**src/rtl/commit_trace_fifo.sv**
```systemverilog
// commit_trace_fifo: tags retired instructions with sequence numbers and buffers them for a host; COMMIT_TRACE_PC_CHECK_EN adds a PC-continuity checker
module commit_trace_fifo #(
  parameter int DEPTH = 16,
  parameter int SEQ_W = 32,
  parameter int CNT_W = 64
) (
  input  logic                    clk,
  input  logic                    rst,
  input  logic                    commit,
  input  logic [63:0]             commit_pc,
  input  logic [31:0]             commit_instr,
  input  logic [63:0]             commit_pre_pc,
  output logic                    trace_valid,
  input  logic                    trace_ready,
  output logic [63:0]             trace_pc,
  output logic [31:0]             trace_instr,
  output logic [63:0]             trace_pre_pc,
  output logic [SEQ_W-1:0]        trace_seq,
  output logic [$clog2(DEPTH):0]  occupancy,
  output logic                    overflow,
  output logic [CNT_W-1:0]        retire_cnt,
  output logic [CNT_W-1:0]        drop_cnt
`ifdef COMMIT_TRACE_PC_CHECK_EN
  ,
  output logic                    pc_mismatch,
  output logic [63:0]             mismatch_pc
`endif
);
  localparam int AW = $clog2(DEPTH);
  localparam int OW = AW + 1;
  logic [63:0]      memPc    [DEPTH];
  logic [31:0]      memInstr [DEPTH];
  logic [63:0]      memPrePc [DEPTH];
  logic [SEQ_W-1:0] memSeq   [DEPTH];
  logic [AW-1:0]    wrPtr, rdPtr;
  logic [SEQ_W-1:0] seqCnt;
  logic             full, push, pop;
  assign trace_valid  = occupancy != '0;
  assign full         = occupancy == OW'(DEPTH);
  assign pop          = trace_valid && trace_ready;
  assign push         = commit && (!full || pop);
  assign trace_pc     = trace_valid ? memPc[rdPtr]    : '0;
  assign trace_instr  = trace_valid ? memInstr[rdPtr] : '0;
  assign trace_pre_pc = trace_valid ? memPrePc[rdPtr] : '0;
  assign trace_seq    = trace_valid ? memSeq[rdPtr]   : '0;
  // storage write; contents are masked at the head while empty, so no reset needed
  always_ff @(posedge clk) begin
    if (push) begin
      memPc[wrPtr]    <= commit_pc;
      memInstr[wrPtr] <= commit_instr;
      memPrePc[wrPtr] <= commit_pre_pc;
      memSeq[wrPtr]   <= seqCnt;
    end
  end
  // pointers, occupancy and loss-accounting counters
  always_ff @(posedge clk) begin
    if (rst) begin
      wrPtr      <= '0;
      rdPtr      <= '0;
      occupancy  <= '0;
      seqCnt     <= '0;
      retire_cnt <= '0;
      drop_cnt   <= '0;
      overflow   <= 1'b0;
    end else begin
      if (push) wrPtr <= wrPtr + AW'(1);
      if (pop) rdPtr <= rdPtr + AW'(1);
      occupancy <= (push && !pop) ? occupancy + OW'(1) : (pop && !push) ? occupancy - OW'(1) : occupancy;
      if (commit) begin
        seqCnt     <= seqCnt + SEQ_W'(1);
        retire_cnt <= retire_cnt + CNT_W'(1);
      end
      if (commit && !push) begin
        drop_cnt <= drop_cnt + CNT_W'(1);
        overflow <= 1'b1;
      end
    end
  end
`ifdef COMMIT_TRACE_PC_CHECK_EN
  logic        havePrev;
  logic [63:0] prevPrePc;
  // compare each commit PC to the previous commit's predicted next PC; latch only the first miss
  always_ff @(posedge clk) begin
    if (rst) begin
      havePrev    <= 1'b0;
      prevPrePc   <= '0;
      pc_mismatch <= 1'b0;
      mismatch_pc <= '0;
    end else if (commit) begin
      havePrev  <= 1'b1;
      prevPrePc <= commit_pre_pc;
      if (havePrev && commit_pc != prevPrePc && !pc_mismatch) begin
        pc_mismatch <= 1'b1;
        mismatch_pc <= commit_pc;
      end
    end
  end
`endif
endmodule

```
**config.mk**
```make
export PLATFORM = sky130hd
export DESIGN_NAME = commit_trace_fifo
export DESIGN_NICKNAME = d
export VERILOG_FILES = /design/src/rtl/commit_trace_fifo.sv
export SDC_FILE = /design/constraint.sdc
export NUM_CORES = 2
export LEC_CHECK = 0
export CAP_MARGIN = 10
export CORE_MARGIN = 5
export CORE_UTILIZATION = 55
export CTS_CLUSTER_SIZE = 30
export DETAILED_ROUTE_END_ITERATION = 6
export GPL_TIMING_DRIVEN = 0
export MAX_ROUTING_LAYER = met4
export PLACE_DENSITY = 0.76
export SYNTH_ARGS = -nofsm -noshare
export SYNTH_HDL_FRONTEND = slang
export SYNTH_SLANG_ARGS = --single-unit
```
**constraint.sdc**
```tcl
create_clock -name clk -period 18.9 [get_ports clk]
set_input_delay 3.78 -clock clk [delete_from_list [all_inputs] [get_ports clk]]
set_output_delay 3.78 -clock clk [all_outputs]
set_load 0.02 [all_outputs]
```
==> metrics.md <==
| Metric | Value |
|---|---|
| Pre-antenna DRT Iters | 6 |
| Synth Area in Adders | 0.137% |
| Pwr dens | approximately 130 mW/mm^2 |
| Maximum vdd drop | between 0.08 and 0.09 mV |
| Highest-delay cell along the critical path | clkbuf_2 |
| Hold-fix buffers, CTS | 0 |
| Compound-cell area share of the yosys netlist | less than 1% |
| Number of enable flip-flop cells after synthesis | approximately 3000 |
| Destination of the critical timing path | trace_pre_pc[51] |
| Top flip-flop cell by instance count after synthesis | edfxtp_1 |
| Worst slew margin relative to its limit | approximately an eighth |
| Detailed-route vias per instance | between 6 and 7 |
| Yosys cell types | 44 |
| Number of placed cells counting well taps | about 9200 |
| Final Cycle Share | between 40% and 50% |
| Detail Route Antenna Nets | 0 |
| Sum of internal, switching and leakage power | approximately 19 mW |
| Number of synthesized register bits | roughly 3300 |
| Cell class contributing the biggest share of worst-path delay | buffers and inverters |
| Via Count | between 60000 and 70000 |
| Class of the tightest hold or removal check | reg -> reg |
| Yosys top cell by area | edfxtp_1 |
| Initial standard-cell utilization of the core | between 50 and 60% |
| Routed WL per cell | ~34 um |
| Cell row count | 174 |
| Multiplexer share of the synthesized area | roughly 17% |
| Parity-gate share of the synthesized area counting xor and xnor cells | 0.704% |
| Share of cells above drive strength 1 | about 26% |
| Shortest clock period the worst path allows after layout | roughly 9000 ps |
| Max H-tree Level | 5 |
| Core area | between 0.2 and 0.25 mm^2 |
| Capturing point of the worst reg2reg path | memInstr[1][12] |
| Area of the mapped netlist | ~0.12 mm^2 |
| Cell types occupying the most area after synthesis | edfxtp_1 74%, mux4_2 17%, dfxtp_1 2.9% |
| Die Width | between 400 and 500 um |
| Resize count post-CTS | 0 |
| Crit Path Class | reg -> out |
| Worst Max-Slew Pin Slew | roughly 1300 ps |
| Status | finished clean |
| Number of warnings issued by yosys | 0 |
| CP required | between 15000 and 20000 ps |
| Count of nets after finishing | between 6000 and 7000 |
| Max Slew Vio Count | 0 |
| Root cell of the clock tree | clkbuf_16 |
| Sum of routed wire length over all layers | between 300000 and 400000 um |
| First-pass GRT wire length | approximately 470000 um |
| Number of cells produced by synthesis | approximately 5500 |
| Leak pwr | about 45 nW |
| Clock input transition at the sequential cells of the worst setup and hold paths | 60 ps |
| Proportion of netlist area held by the largest area contributor | around three quarters |
| Critical Path Stages | 7 |
| Number of primary I/O pins | approximately 490 |
| Worst hold slack | roughly 480 ps |
| Summed negative setup slack over all endpoints | 0 ps |
| Total die area | roughly 0.24 mm^2 |
| Worst r2r path cells | 11 |
| Global routing usage summed across all routing layers | between 20% and 30% |
| Main combinational cell family by area after synthesis | multiplexers |
| Number of standard cells in the final layout excluding fillers | 9844 |
| Worst reg2reg path startpoint | occupancy[0] |
| Number of setup violations in the final report | 0 |
| Initial antenna violation count | between 80 and 90 |
| Post-synthesis async set-or-reset flop share | 0% |
| Worst-case clock skew | 42.2 ps |
| P&R area growth vs syn | 18.8% |
| Via count of the first global-routing pass | 65295 |
| Drc violations | 0 |
| Buffers inserted during post-CTS setup optimization | 0 |
| Final Hold Vio Count | 0 |
| Number of fill cells in the layout | about 14000 |
| Top cell types by occurrence after synthesis | 3072 x edfxtp_1, 960 x mux4_2, 193 x and2_1 |
| First-iteration detailed-routing DRC count | around 9300 |
| Arrival time reported for the critical path endpoint | 5220 ps |
| Largest fanout on the critical path | 10 |
| Final weighted congestion in routability-driven placement | 0.865 |
| CTS buffer count | ~340 |
| Largest net degree at the start of global routing | 24 |
| Total overflow reported by the global router | 0 |
| Setup repair after global routing missed its margin | no |
| Seq/Total Area, Yosys | 77.0% |
| Later-pin clock latency in the skew report | around 980 ps |
| Worst stage delay on the critical path | 850 ps |
| Bufs on Longest Clock Path | 4 |
| Total half-perimeter wirelength after legalization and detailed placement | 202000 um |
| Worst-path cell chain | clkbuf_1, clkbuf_2, clkbuf_1, mux4_2, mux4_2, and2_1, clkdlybuf4s50_1 |
| Basic-gate share of the synthesized area counting and, or, nand and nor cells | 3.12% |
| CTS sink cnt | roughly 3300 |
| Floorplan die height | around 490 um |
| Count of maximum capacitance violations | 0 |
| Minimum setup slack among reg-to-reg paths | 14870 ps |
| Category of the worst setup path capture point | output port |
| Leading cell type by number of instances after synthesis | edfxtp_1 |
| Syn_nets | roughly 5600 |
| Number of buffer cells added on primary ports | ~490 |
| TritonCTS clock tree | done |
| Crit path launch type | flop |
| Avg Synthesized Cell Area | around 23 um^2 |
| Maximum clock frequency | around 0.11 GHz |
| CP bufs+invs | 4 |
-- power breakdown --
part | internal [mW] | total (mW) | switching (mW)
Combinational | 2.13 | 4.62 | 2.50
Clock | 3.68 | 6.35 | 2.67
Sequential | 8.01 | 8.06 | 0.0493
-- worst min-delay path by stage --
| stage | start | endpoint | slack [ps] | cells past startpoint |
|---|---|---|---|---|
| finish | overflow | overflow | 480 | 2 |
| floorplan | rdPtr[3] | flop | 460 | 2 |
| global route | overflow | overflow | 520 | 2 |
| global placement | overflow | overflow | 460 | 2 |
| detailed placement | overflow | overflow | 480 | 2 |
| CTS | overflow | overflow | 490 | 2 |
-- layer usage --
metal	global-route usage [%]	wire, um
met2	45.7	167000
met1	37.3	115000
met5	-	0
met4	12.3	16000
met3	6.22	36300
-- sequential cells by signal, summed over array words and instances (netlist names), named ones only --
name,count
overflow,1
drop_cnt,64
occupancy,5
seqCnt,32
memPrePc,1024
memPc,1024
wrPtr,4
memSeq,512
memInstr,512
rdPtr,4
retire_cnt,64
-- per-stage QoR --
step	area, um^2	utilization (%)	setup WS [ps]
6_report	148000	65.7	9900
5_1_grt	148000	65.7	9810
4_1_cts	147000	65.6	9860
3_5_place_dp	137000	61.0	10070
3_3_place_gp	133000	59.2	-18640
2_1_floorplan	124000	-	248
-- layout by cell type (no fill, tap or decap), drive strengths merged, types with 57 or more instances in the layout --
cell type      instances
or3                   57
diode                 75
and2                 193
mux4                 960
a21oi                 68
edfxtp              3072
clkinv               112
nand4                 70
nor2                 145
nand2                 66
clkbuf               598
buf                  342
clkdlybuf4s50        489
dfxtp                178
-- layout make-up --
cell class,count,area [um^2],share of cell area (%)
sequential,3250,95800,64.8
multi-input combinational,1915,27500,18.6
clock buffer,429,9050,6.12
timing repair buffer,728,8940,6.05
tap,2992,3740,2.53
clock inverter,148,1300,0.882
buffer,272,1120,0.756
antenna,75,188,0.127
inverter,35,131,0.0889
-- tightest hold or removal path: stages, from the launching register on --
cell,delay (ps)
dfxtp_1,330
nor2_1,50
nor2_1,70
-- cell families (layout without fill, tap and decap cells) --
group           Yosys count  after routing
xor+xnor                100            100
fa+ha+maj                13             13
other cells               0             75
mux                     970            970
buf+inv                 307           1612
simple gates            699            699
flops                  3250           3250
compound gates          133            133
Note: power is estimated with default switching activity, not from simulation.
